`src/rtl/serial_subtractor_pkg.sv`:
```
// Shared definitions for the bit-serial subtractor: state encoding and
// the default operand width.
package serial_subtractor_pkg;

    localparam int DEF_W = 8;

    localparam logic [1:0] ST_IDLE  = 2'd0;
    localparam logic [1:0] ST_SHIFT = 2'd1;
    localparam logic [1:0] ST_DONE  = 2'd2;

    typedef enum logic [1:0] {
        IDLE  = ST_IDLE,
        SHIFT = ST_SHIFT,
        DONE  = ST_DONE
    } state_t;

endpackage

```
`src/rtl/serial_subtractor_fs.sv`:
```
// One-bit full subtractor: d = x - y - bi, with borrow-out bo.
module full_subtractor (
    input  logic x,
    input  logic y,
    input  logic bi,
    output logic d,
    output logic bo
);

    assign d  = x ^ y ^ bi;
    assign bo = (~x & y) | (~(x ^ y) & bi);

endmodule

```
`src/rtl/serial_subtractor.sv`:
```
// Bit-serial W-bit subtractor (a - b - bin), LSB first, one bit per clock.
// A single full-subtractor cell is shared across all bit positions; the
// borrow is carried between bits in a register.
module serial_subtractor
    import serial_subtractor_pkg::*;
#(
    parameter int W = DEF_W
) (
    input  logic         clk,
    input  logic         rst,
    input  logic         start,
    input  logic [W-1:0] a,
    input  logic [W-1:0] b,
    input  logic         bin,
    output logic         busy,
    output logic         done,
    output logic [W-1:0] diff,
    output logic         bout,
    output logic         ovf
);

    localparam int CW = $clog2(W + 1);
    localparam logic [CW-1:0] LAST_BIT = CW'(W - 1);

    state_t          state_q;
    logic [W-1:0]    a_sr_q, b_sr_q, diff_q;
    logic            br_q, a_msb_q, b_msb_q;
    logic [CW-1:0]   cnt_q;
    logic            busy_q, done_q, bout_q, ovf_q;

    logic            fs_d, fs_bo;
    logic [W-1:0]    diff_d;
    logic [CW-1:0]   cnt_d;
    logic            ovf_d;

    full_subtractor u_fs (
        .x  (a_sr_q[0]),
        .y  (b_sr_q[0]),
        .bi (br_q),
        .d  (fs_d),
        .bo (fs_bo)
    );

    // Next values for the shifting result, counter and overflow flag.
    // On the last bit, fs_d is the result MSB, so overflow can be decided
    // in the same cycle and be valid while done is high.
    always_comb begin
        diff_d = {fs_d, diff_q[W-1:1]};
        cnt_d  = cnt_q + CW'(1);
        ovf_d  = (a_msb_q != b_msb_q) && (fs_d != a_msb_q);
    end

    // Control FSM plus datapath registers; DONE accepts a new start like IDLE.
    always_ff @(posedge clk) begin
        if (rst) begin
            state_q <= IDLE;
            a_sr_q  <= '0;
            b_sr_q  <= '0;
            diff_q  <= '0;
            br_q    <= 1'b0;
            a_msb_q <= 1'b0;
            b_msb_q <= 1'b0;
            cnt_q   <= '0;
            busy_q  <= 1'b0;
            done_q  <= 1'b0;
            bout_q  <= 1'b0;
            ovf_q   <= 1'b0;
        end else begin
            case (state_q)
                IDLE, DONE: begin
                    done_q <= 1'b0;
                    if (start) begin
                        a_sr_q  <= a;
                        b_sr_q  <= b;
                        br_q    <= bin;
                        a_msb_q <= a[W-1];
                        b_msb_q <= b[W-1];
                        cnt_q   <= '0;
                        diff_q  <= '0;
                        busy_q  <= 1'b1;
                        state_q <= SHIFT;
                    end else begin
                        state_q <= IDLE;
                    end
                end
                SHIFT: begin
                    diff_q <= diff_d;
                    a_sr_q <= a_sr_q >> 1;
                    b_sr_q <= b_sr_q >> 1;
                    br_q   <= fs_bo;
                    cnt_q  <= cnt_d;
                    if (cnt_q == LAST_BIT) begin
                        busy_q  <= 1'b0;
                        done_q  <= 1'b1;
                        bout_q  <= fs_bo;
                        ovf_q   <= ovf_d;
                        state_q <= DONE;
                    end
                end
                default: begin
                    busy_q  <= 1'b0;
                    done_q  <= 1'b0;
                    state_q <= IDLE;
                end
            endcase
        end
    end

    assign busy = busy_q;
    assign done = done_q;
    assign diff = diff_q;
    assign bout = bout_q;
    assign ovf  = ovf_q;

endmodule

```
`config.mk`:
```
export PLATFORM = sky130hd
export DESIGN_NAME = serial_subtractor
export DESIGN_NICKNAME = d
export VERILOG_FILES = /design/src/rtl/serial_subtractor_pkg.sv /design/src/rtl/serial_subtractor_fs.sv /design/src/rtl/serial_subtractor.sv
export SDC_FILE = /design/constraint.sdc
export NUM_CORES = 1
export LEC_CHECK = 0
export ABC_AREA = 1
export BUFFER_PORTS_ARGS = -buffer_cell sky130_fd_sc_hd__buf_2
export CAP_MARGIN = 0
export CORE_ASPECT_RATIO = 1.2
export CORE_MARGIN = 2
export CORE_UTILIZATION = 58
export CTS_CLUSTER_DIAMETER = 60
export CTS_CLUSTER_SIZE = 16
export DETAILED_ROUTE_END_ITERATION = 8
export PLACE_DENSITY = 0.81
export SLEW_MARGIN = 25
export SYNTH_ARGS = -nofsm -noshare
export SYNTH_HDL_FRONTEND = slang
export SYNTH_SLANG_ARGS = --single-unit
```
`constraint.sdc`:
```
create_clock -name clk -period 2.85 [get_ports clk]
set_input_delay 0.1425 -clock clk [delete_from_list [all_inputs] [get_ports clk]]
set_output_delay 0.1425 -clock clk [all_outputs]
set_load 0.02 [all_outputs]
```
==> results.md <==
* Root buf cell: clkbuf_4
* FF/Latch Area at 741 um^2
* Area leader, netlist: dfxtp_1
* Dpl cells at 281
* Antenna viol nets, final at 0
* Final non-filler cell total at 289
* Setup Fix Bufs, Post-CTS at 0
* Period utilization at between 60% and 70%
* Final hold violation count at 0
* Worst path required time at 3.06 ns
* Leakage at just over 0.8 nW
* RSZ-0062 raised after global routing: no
* Share of post-route cells with drive strength above 1 at 17.3%
* Fin crit period at 1.86 ns
* Tightest Pin Transition at 0.680 ns
* GR Util met1 at approximately a quarter
* Pins Over Slew Limit at 0
* Total grt overflow at 0
* I/O pins at 32
* Worst setup SP type: flop
* Vias per inst at 5.21
* Pin count of the biggest net entering global routing at 23
* Post-synth EDFFs at 0
* GR met3 Demand/Resource at 6.64%
* Final Power at 0.951 mW
* First-pass GRT wire length at 5.64 mm
* Gr busiest metal: met2
* Number of CTS-inserted buffers at 5
* Clock sink count at 37
* Total die area at 0.00336 mm^2
* CTS tree: done
* Initial Util at about three fifths
* Yosys warnings at 0
* Row count at 21
* Synth unique cells at 20
* Clock Path Buffers at 2
* Slew margin rel. at 54.6%
* Final Cell Area at ~0.0018 mm^2
* Sequential area share after synthesis at 43.9%
* Nets@finish at 276
* Layout area overhead at 8.37%
* Outcome: completed
* WS Path Type: flop to flop
* Total GRT Usage at 22.2%
* Most numerous cell in the Yosys netlist: nand3_1
* Post-synth top area share at between 40% and 50%
* Wire per inst at 11.6 um
* DR pass1 iterations at 4
* Met2 GRT Util at ~37%
* I/O Buffers at 31
* Skew-Pair Late Insertion Delay at 0.33 ns
* Top cells by count, synth: 58 x nand3_1, 37 x dfxtp_1, 37 x nand2_1, 24 x inv_1, 22 x a21oi_1
* Placed Area at 0.00178 mm^2
* Post-synth ARST share at 0%
* Vias in the first global route at approximately 1.4k
* Cts hold-fix bufs at 0
* Drt drc at 0
* CTS resizes at 0
* Setup TNS at 0 ns
* Peak VDD IR at around 370 uV
* Die height at about 63 um
* Post-Syn Nets at 253
* Highest net fanout along the worst path at 22
* Routability congestion estimate from global placement at 0.809
* Synth Flop Type: dfxtp_1
* Area contributors post-synth: dfxtp_1 44%, nand3_1 17%, nand2_1 8.2%
* N_diodes at 0
* Max Clock Freq at 537 MHz
* Critical Path Sink Type: flop
* Initial antenna violation count at 0
* CTS H-Tree Depth at 2
* Hpwl dp at 2.27 mm
* Footprint of the multi-input gates at 743 um^2
* Clock transition at path regs at 0.10 ns
* Post-Synthesis Cells at 231
* Maxcap violations at 0
* Initial DRC count at 54
* Setup violations, final at 0
* Die Width at about 53 um
* Mapped Area at approximately 0.0017 mm^2
* Register bit total from synthesis at 37
* Pwr dens at ~520 mW/mm^2
* Routed vias at approximately 1.5k
* Core area at 0.00279 mm^2
* Crit path DAT at around 2.1 ns
* Clock skew at 0.00540 ns
* FILL cells at 267
* Routed WL at ~3.3 mm
* Syn avg cell area at approximately 7.3 um^2
* Hold/Removal Path Class: input pin to flop
==> through the flow <==
step                worst slack (ns)  hold WS [ns]  utilization, %
floorplan                       1.60         0.307               -
global placement                1.10         0.448            64.0
detailed placement              1.07         0.452            64.0
CTS                             1.05        0.0874            65.7
global route                   0.849        0.0874            65.7
finish                         0.987        0.0970            65.7
==> where the power goes <==
group          internal (mW)  total [mW]  switching (mW)
Combinational         0.0454       0.129          0.0836
Sequential             0.541       0.560          0.0191
Clock                 0.0984       0.262           0.164
Total                  0.685       0.951           0.266
==> path summary, 6_finish.rpt <==
path	from	end	slack [ns]	cells after the start
setup / recovery	state_q[0]	diff[4]	0.99	5
hold / removal	a[7]	a_msb_q	0.1	3
setup reg to reg	state_q[0]	diff[4]	0.99	5
hold reg to reg	diff[0]	diff[0]	0.49	2
==> sequential cells by signal, indices dropped and copies added, names as in the netlist, 2 cells and up <==
register and cells:
a_sr_q 8, diff 8, cnt_q 4, state_q 2, b_sr_q 8
==> metal layers <==
layer / up-vias / part of all wire, %
li1: 796 / -
met1: 675 / 46
met2: 32 / 49
met3: 4 / 4.4
met4: 0 / 0.87
met5: - / 0
==> kinds of logic (layout without fill, tap and decap cells) <==
kind of cell             count (synthesis)  in the layout  synth area share, %
AND/OR/NAND/NOR                        116            116                 31.4
buffers and inverters                   41             65                 12.1
flip-flops                              37             37                 43.9
AO/OA/AOI/OAI                           35             35                 10.7
adder cells (fa/ha/maj)                  2              2                 1.93
==> placed cells by master (no fill, tap or decap) <==
master     n
ha_1       1
nand2_2    3
o21ai_0   11
fa_1       1
inv_2      1
a21oi_2    1
buf_2     31
nor2_4     1
clkbuf_1   3
a21oi_1   22
dfxtp_1   37
nor2_1    16
nand3_1   58
nand2_4    1
clkbuf_4   5
nand2_1   37
inv_4      1
inv_1     24
o22ai_1    1
==> critical path, stage by stage (launching register included) <==
cell and delay, ns:
dfxtp_1 0.77, nand2_2 0.42, nand2_2 0.28, inv_1 0.10, nand3_1 0.08, o21ai_0 0.09
==> area by class of cell <==
cell class | count | area share, %
Timing Repair Buffer | 31 | 8.48
Clock buffer | 8 | 2.67
Sequential cell | 37 | 40.5
Multi-Input combinational cell | 153 | 40.6
Inverter | 26 | 5.47
Tap cell | 34 | 2.32
Power figures use the tool's default switching activity.
